**src/rtl/demux2_pkg.sv**
```systemverilog
// Shared types for the registered 1:2 stream demultiplexer.
package demux2_pkg;
    typedef enum logic {SLOT_EMPTY = 1'b0, SLOT_FULL = 1'b1} slot_state_t;

    localparam logic SEL_OUT0 = 1'b0;
    localparam logic SEL_OUT1 = 1'b1;
endpackage

```
**src/rtl/demux_slot.sv**
```systemverilog
// One output slot: EMPTY/FULL state machine, holding register and delivered-word counter.
module demux_slot
    import demux2_pkg::*;
#(
    parameter int N  = 1,
    parameter int CW = 8
) (
    input  logic          clk,
    input  logic          reset_n,
    input  logic          load,
    input  logic [N-1:0]  din,
    output logic          valid,
    input  logic          ready,
    output logic [N-1:0]  dout,
    output logic [CW-1:0] cnt
);
    slot_state_t state, state_nx;
    logic        out_x;

    assign out_x = valid & ready;

    // A load wins over a drain, so a refill in the same cycle as a delivery keeps the slot full.
    always_comb begin
        state_nx = state;
        if (load)
            state_nx = SLOT_FULL;
        else if (out_x)
            state_nx = SLOT_EMPTY;
    end

    always_ff @(posedge clk) begin
        if (!reset_n) begin
            state <= SLOT_EMPTY;
            valid <= 1'b0;
            dout  <= '0;
            cnt   <= '0;
        end else begin
            state <= state_nx;
            valid <= (state_nx == SLOT_FULL);
            if (load)
                dout <= din;
            if (out_x)
                cnt <= cnt + CW'(1);
        end
    end
endmodule

```
**src/rtl/demux2_pipe.sv**
```systemverilog
// Registered 1:2 demux: s-decode and ready_in logic in front of two independent output slots.
module demux2_pipe
    import demux2_pkg::*;
#(
    parameter int N  = 1,
    parameter int CW = 8
) (
    input  logic          clk,
    input  logic          reset_n,
    input  logic [N-1:0]  d,
    input  logic          s,
    input  logic          valid_in,
    output logic          ready_in,
    output logic [N-1:0]  y0,
    output logic          valid0,
    input  logic          ready0,
    output logic [N-1:0]  y1,
    output logic          valid1,
    input  logic          ready1,
    output logic [CW-1:0] cnt0,
    output logic [CW-1:0] cnt1
);
    logic [1:0]         rdy, vld, sel, load;
    logic [1:0][N-1:0]  dat;
    logic [1:0][CW-1:0] cn;

    assign rdy = {ready1, ready0};
    assign sel = {s == SEL_OUT1, s == SEL_OUT0};

    // Only the selected slot gates acceptance; the other slot's state never matters.
    assign ready_in = ~vld[s] | rdy[s];
    assign load     = {2{valid_in & ready_in}} & sel;

    for (genvar k = 0; k < 2; k++) begin : g_slot
        demux_slot #(.N(N), .CW(CW)) u_slot (
            .clk     (clk),
            .reset_n (reset_n),
            .load    (load[k]),
            .din     (d),
            .valid   (vld[k]),
            .ready   (rdy[k]),
            .dout    (dat[k]),
            .cnt     (cn[k])
        );
    end

    assign y0     = dat[0];
    assign y1     = dat[1];
    assign valid0 = vld[0];
    assign valid1 = vld[1];
    assign cnt0   = cn[0];
    assign cnt1   = cn[1];
endmodule

```
**config.mk**
```make
export PLATFORM = sky130hd
export DESIGN_NAME = demux2_pipe
export DESIGN_NICKNAME = d
export VERILOG_FILES = /design/src/rtl/demux2_pkg.sv /design/src/rtl/demux_slot.sv /design/src/rtl/demux2_pipe.sv
export SDC_FILE = /design/constraint.sdc
export NUM_CORES = 1
export LEC_CHECK = 0
export BUFFER_PORTS_ARGS = -buffer_cell sky130_fd_sc_hd__buf_2
export CAP_MARGIN = 20
export CORE_MARGIN = 3
export CORE_UTILIZATION = 52
export CTS_CLUSTER_SIZE = 20
export DETAILED_ROUTE_END_ITERATION = 10
export PLACE_DENSITY = 0.8
export SLEW_MARGIN = 20
export SYNTH_ARGS = -nofsm -noshare
export SYNTH_HDL_FRONTEND = slang
export SYNTH_SLANG_ARGS = --single-unit
```
**constraint.sdc**
```tcl
create_clock -name clk -period 3.49 [get_ports clk]
set_input_delay 0.1745 -clock clk [delete_from_list [all_inputs] [get_ports clk]]
set_output_delay 0.1745 -clock clk [all_outputs]
set_load 0.02 [all_outputs]
```
==> impl_metrics.csv, run 1 <==
group,metric,value,unit
outcome,status,"finished, final reports clean",
place,pre_cts_ws,2.15,ns
clock_network,post_cts_buffers,0,
layout,instances_no_fill,148,
clock_network,ctsLongestPathBuffers,2,
worst_setup_path,required,3.32,ns
power_and_ir_drop,p_leak,0.428,nW
clock_network,post_cts_resized,0,
synth,synth_flop_cell,"dfxtp_1",
floorplan,dieWidth,47.3,um
route,wire_per_inst,12.1,um
synth,async_reset_ff_share,0,%
worst_setup_path,worstPathArrival,1.25,ns
place,place_hpwl,1360,um
route,drc,0,
job,cap_violations,0,
floorplan,start_util,56.9,%
power_and_ir_drop,power_density,352,mW/mm2
synth,synthAdderAreaFrac,2.82,%
route,drt-pass1-iter-count,4,
synth,synth-edff-count,0,
synth,synth_xor_area_share,3.95,%
hold_path,hold_depth,3,
hold_path,hp-class,"in2reg",
route,drt_iter0_drc,12,
layout,regArea,400,um2
sta,hold_ws,0.136,ns
sta,setup_violations,0,
synth,synth_warnings,0,
synth,synth.most_common_cell,"dfxtp_1",
route,via_per_inst,5.74,
place,portBuffers,27,
synth,synth_top_cell_by_area,"dfxtp_1",
synth,synth_top_cell_area_share,45.1,%
layout,syn2layout_area_growth,19.6,%
global_route,grt_pass1_wl,2790,um
global_route,grt.total_usage,17.5,%
worst_setup_path,cp-end-kind,"output port",
floorplan,core_region_area,0.00156,mm2
synth,synth.avg_cell_area,8.61,um2
sta,finalClockSkew,0.000971,ns
worst_setup_path,startpoint_type,"flip-flop",
floorplan,die-area,0.00224,mm2
route,num_vias,850,
synth,syn-num-nets,112,
power_and_ir_drop,ir_worst_vdd,0.264,mV
synth,synthTopCellsByArea,"dfxtp_1 45%, a21oi_1 7.9%, nand2_1 4.2%",
layout,fin_nets,143,
sta,hold_violations,0,
layout,n_fill_cell,135,
sta,slew_violations,0,
sta,fin_ws,2.07,ns
synth,netlist_top_cells_count,"20 x dfxtp_1, 14 x a21oi_1, 10 x nand2_1, 7 x nand3_1, 6 x o21ai_0",
clock_network,cts_num_sinks,20,
synth,synth_top_family_by_area,"simple AND/OR/NAND/NOR gates",
layout,drive_gt1_share,25.8,%
worst_setup_path,crit_fanout,8,
global_route,grt_pass1_vias,746,
clock_network,root_buffer,"clkbuf_4",
sta,period_share,40.7,%
route,finalWirelength,1790,um
sta,relSlewSlack,69.8,%
global_route,grt_max_degree,18,
worst_setup_path,worst-setup-path-type,"reg2out",
synth,synth_compound_area_share,17.2,%
sta,fin_tns_setup,0,ns
route,ant_nets,0,
sta,rsz0062_at_grt,"no",
sta,worst_pin_slew,0.451,ns
synth,syn_area,887,um2
floorplan,die_h,47.3,um
synth,netlist_instances,103,
synth,ys_ff_latch,20,
global_route,globalRouteOverflowTotal,0,
clock_network,clk_latency,0.30,ns
clock_network,cts_buffers,3,
sta,clock.fmax,0.704,GHz
floorplan,core.rowCount,14,
clock_network,cts_tree,"done",
synth,seq_area_frac_synth,45.1,%
place,dp_cells,145,
floorplan,pin_count,28,
synth,synth_mux_area_share,1.13,%
clock_network,cts_hold_buf,0,
worst_setup_path,reg2regPathDepth,3,
place,place_congestion,0.709,
sta,finalCriticalPeriod,1.42,ns
clock_network,htree_levels,1,
clock_network,clk_pin_slew,0.11,ns
layout,multi_input_area,468,um2
layout,antenna_cells,0,
synth,synthSimpleGateAreaFrac,27.6,%
synth,yosysUniqueCellTypes,25,
global_route,grt_antenna_before_repair,0,
==> where the power goes <==
group | switching (mW) | leakage (nW) | internal [mW]
combinational | 0.0188 | 0.253 | 0.0105
sequential | 0.00421 | 0.162 | 0.232
clock | 0.0677 | 0.0138 | 0.0402
total | 0.0907 | 0.428 | 0.282
==> layer usage <==
layer	routed length (um)	global-route usage [%]
met1	822	19.5
met2	855	31.0
met3	92	4.60
met4	15	7.18
met5	0	0
==> registers in the layout, summed over array words and instances, names as in the netlist <==
| signal | flops |
|---|---|
| g_slot.u_slot.dout | 2 |
| g_slot.u_slot.valid | 1 |
| g_slot.u_slot.state | 1 |
| g_slot.u_slot.cnt | 16 |
==> worst paths after layout <==
check / from / to / slack, ns
worst max register to register: g_slot[1].u_slot.valid / g_slot[1].u_slot.cnt[5] / 2.13
worst max-delay path: g_slot[1].u_slot.valid / ready_in / 2.07
worst min register to register: g_slot[0].u_slot.cnt[7] / g_slot[0].u_slot.cnt[7] / 0.47
worst min-delay path: d / g_slot[1].u_slot.dout / 0.14
==> per-stage QoR <==
step | utilization (%) | area (um2) | power (mW)
global placement | 66.6 | 1040 | 0.269
CTS | 68.1 | 1060 | 0.376
detailed placement | 66.6 | 1040 | 0.271
floorplan | - | 887 | 0.257
finish | 68.1 | 1060 | 0.373
global route | 68.1 | 1060 | 0.389
==> cell families (layout without fill, tap and decap cells) <==
kind of cell,Yosys count,after routing
fa+ha+maj,2,2
mux,1,1
simple gates,44,44
xor+xnor,4,4
buf+inv,5,34
compound gates,27,27
flops,20,20
==> final cells by class <==
type | instances | share of cell area (%)
Multi-Input combinational cell | 78 | 44.1
Inverter | 4 | 1.42
Tap cell | 16 | 1.89
Sequential cell | 20 | 37.7
Clock buffer | 3 | 2.12
Timing Repair Buffer | 27 | 12.7
==> critical path, stage by stage (launching register included) <==
cell and delay (ns):
dfxtp_1 0.39, and2b_2 0.24, a21oi_1 0.14, buf_2 0.18
==> cells in the final DEF (no fill, tap or decap), drive strengths merged, types with 2 or more instances in the layout <==
cell	instances
buf	27
dfxtp	20
a21oi	14
nand2	10
nand3	8
o21ai	6
nand2b	5
nor2	5
o31ai	5
xor2	4
nand4	4
or3	4
or4	3
inv	3
clkbuf	3
o211ai	2
ha	2
Power figures use the tool's default switching activity.
==> inputs of run 2 (changes only) <==
CORE_UTILIZATION = 44   (was 52)
PLACE_DENSITY = 0.72   (was 0.8)
clock period = 1.1 ns   (was 3.49 ns; I/O delays follow)
==> run 2 against run 1 <==
Effect of this change: the flow now finishes with violations (setup timing); global-route usage grew 4.0 points; clock power rose to 3.4 times the previous value; combinational power grew to 5.5 times the previous value; sequential share of layout area shrank 8.2 points; critical endpoint unchanged; largest cell class unchanged; final area is 42% higher; largest power group unchanged.
==> impl_metrics.csv, run 2 (synthesized netlist as in run 1, its figures left out) <==
group,metric,value,unit
worst_setup_path,worstPathArrival,1.22,ns
place,pre_cts_ws,-0.0533,ns
worst_setup_path,r2r-start,"g_slot[0].u_slot.cnt[0]",
route,finalWirelength,2530,um
floorplan,die_h,50.9,um
place,portBuffers,27,
hold_path,hold_depth,3,
outcome,violations,"setup timing",
worst_setup_path,r2r_end,"g_slot[0].u_slot.cnt[6]",
floorplan,dieWidth,50.9,um
power_and_ir_drop,power_density,830,mW/mm2
sta,finalCriticalPeriod,1.28,ns
global_route,globalRouteOverflowTotal,0,
floorplan,core_region_area,0.00182,mm2
sta,hold_ws,0.0351,ns
place,place_hpwl,1630,um
global_route,grt_pass1_vias,961,
clock_network,cts_num_sinks,20,
sta,relSlewSlack,80.8,%
layout,syn2layout_area_growth,70.0,%
sta,clock.fmax,0.782,GHz
power_and_ir_drop,p_total,1.25,mW
layout,fin_nets,172,
sta,fin_ws,-0.179,ns
route,ant_nets,0,
hold_path,hp-start,"d",
layout,instances_no_fill,187,
global_route,grt.total_usage,21.5,%
layout,largest_reg_flops,16,
job,cap_violations,0,
worst_setup_path,r2r_setup_slack,-0.17,ns
power_and_ir_drop,p_int,931,uW
layout,reg.largest.list,"g_slot.u_slot.cnt (16), g_slot.u_slot.dout (2)",
clock_network,clk_pin_slew,0.11,ns
route,num_vias,994,
route,drc,0,
outcome,status,"complete, but fails checks",
clock_network,cts_tree,"done",
layout,n_fill_cell,113,
sta,rsz0062_at_grt,"yes",
sta,finalClockSkew,0.00384,ns
worst_setup_path,required,1.04,ns
sta,setup_violations,13,
global_route,grt_max_degree,18,
floorplan,start_util,48.7,%
layout,top_register,"g_slot.u_slot.cnt",
clock_network,root_buffer,"clkbuf_4",
layout,most-common-layout-cells,"25 x buf_2, 25 x buf_4, 11 x dfxtp_4, 8 x nand2_1, 8 x a21oi_1",
floorplan,core.rowCount,15,
worst_setup_path,reg2regPathDepth,5,
route,drt-pass1-iter-count,4,
clock_network,ctsLongestPathBuffers,2,
sta,worst_pin_slew,0.286,ns
worst_setup_path,crit_fanout,2,
power_and_ir_drop,p_sw,320,uW
layout,antenna_cells,0,
route,via_per_inst,5.32,
hold_path,hp-class,"in2reg",
floorplan,die-area,0.00259,mm2
sta,hold_violations,0,
worst_setup_path,worst-setup-path-type,"reg2out",
power_and_ir_drop,clkPwrFrac,29.1,%
route,drt_iter0_drc,22,
place,place_congestion,0.802,
layout,drive_gt1_share,59.9,%
worst_setup_path,startpoint_type,"flip-flop",
clock_network,htree_levels,1,
place,dp_cells,173,
global_route,grt_pass1_wl,4160,um
route,wire_per_inst,13.5,um
global_route,grt_antenna_before_repair,0,
power_and_ir_drop,ir_worst_vdd,0.775,mV
power_and_ir_drop,switching_share,25.5,%
worst_setup_path,cp-end-kind,"output port",
hold_path,hold_end,"g_slot[1].u_slot.dout",
clock_network,cts_hold_buf,0,
clock_network,cts_buffers,3,
power_and_ir_drop,pwr-share-seq,58.0,%
power_and_ir_drop,comb_power_share,12.9,%
power_and_ir_drop,p_leak,0.626,nW
sta,period_share,116,%
clock_network,clk_latency,0.30,ns
sta,slew_violations,0,
layout,final_core_util,82.8,%
floorplan,pin_count,28,
[run 2: power by group through the flow]
stage / registers (mW) / logic [mW] / clock network [mW]
2_1_floorplan: 0.763 / 0.0383 / 0
3_5_place_dp: 0.746 / 0.121 / 0
3_3_place_gp: 0.745 / 0.118 / 0
6_report: 0.726 / 0.161 / 0.364
4_1_cts: 0.728 / 0.150 / 0.374
5_1_grt: 0.728 / 0.176 / 0.401
[run 2: worst max path at each step]
stage	end	startpoint	slack, ns	depth (start not counted)
floorplan	g_slot[1].u_slot.cnt[7]	g_slot[1].u_slot.valid	-0.06	3
global placement	g_slot[1].u_slot.cnt[7]	g_slot[1].u_slot.valid	-0.01	3
detailed placement	g_slot[0].u_slot.cnt[6]	g_slot[0].u_slot.cnt[0]	-0.05	4
CTS	ready_in	g_slot[1].u_slot.valid	-0.17	4
global route	g_slot[0].u_slot.cnt[6]	g_slot[0].u_slot.cnt[0]	-0.27	5
finish	ready_in	g_slot[1].u_slot.valid	-0.18	4
[run 2: stage by stage]
step | cell area (um2) | TNS, ns
2_1_floorplan | 975 | -0.293
3_3_place_gp | 1280 | -0.0140
3_5_place_dp | 1280 | -0.273
4_1_cts | 1440 | -0.841
5_1_grt | 1510 | -2.02
6_report | 1510 | -1.25
[run 2: area by class of cell]
class,count,area (um2),area share (%)
Multi-Input combinational cell,78,601,39.8
Sequential cell,20,445,29.5
Timing Repair Buffer,56,389,25.8
Tap cell,25,31.3,2.07
Clock buffer,4,26.3,1.74
Inverter,4,15.0,0.996
[run 2: routing by layer]
layer	vias up	track usage, %	wire length [um]
li1	497	-	-
met1	463	23.2	1020
met2	27	37.1	1300
met3	7	4.37	118
met4	0	15.2	85
met5	-	0	0
[run 2: worst max-delay path, stage by stage (launching register included)]
cell	delay, ns
dfxtp_4	0.36
buf_6	0.11
and2b_2	0.20
a21oi_2	0.11
buf_4	0.15
[run 2: repair_timing]
action                                  4_1_cts  5_1_grt
gates resized for setup                      16       13
pin swaps                                     5        8
buffers inserted                              7        3
endpoints found under the setup margin       10       14
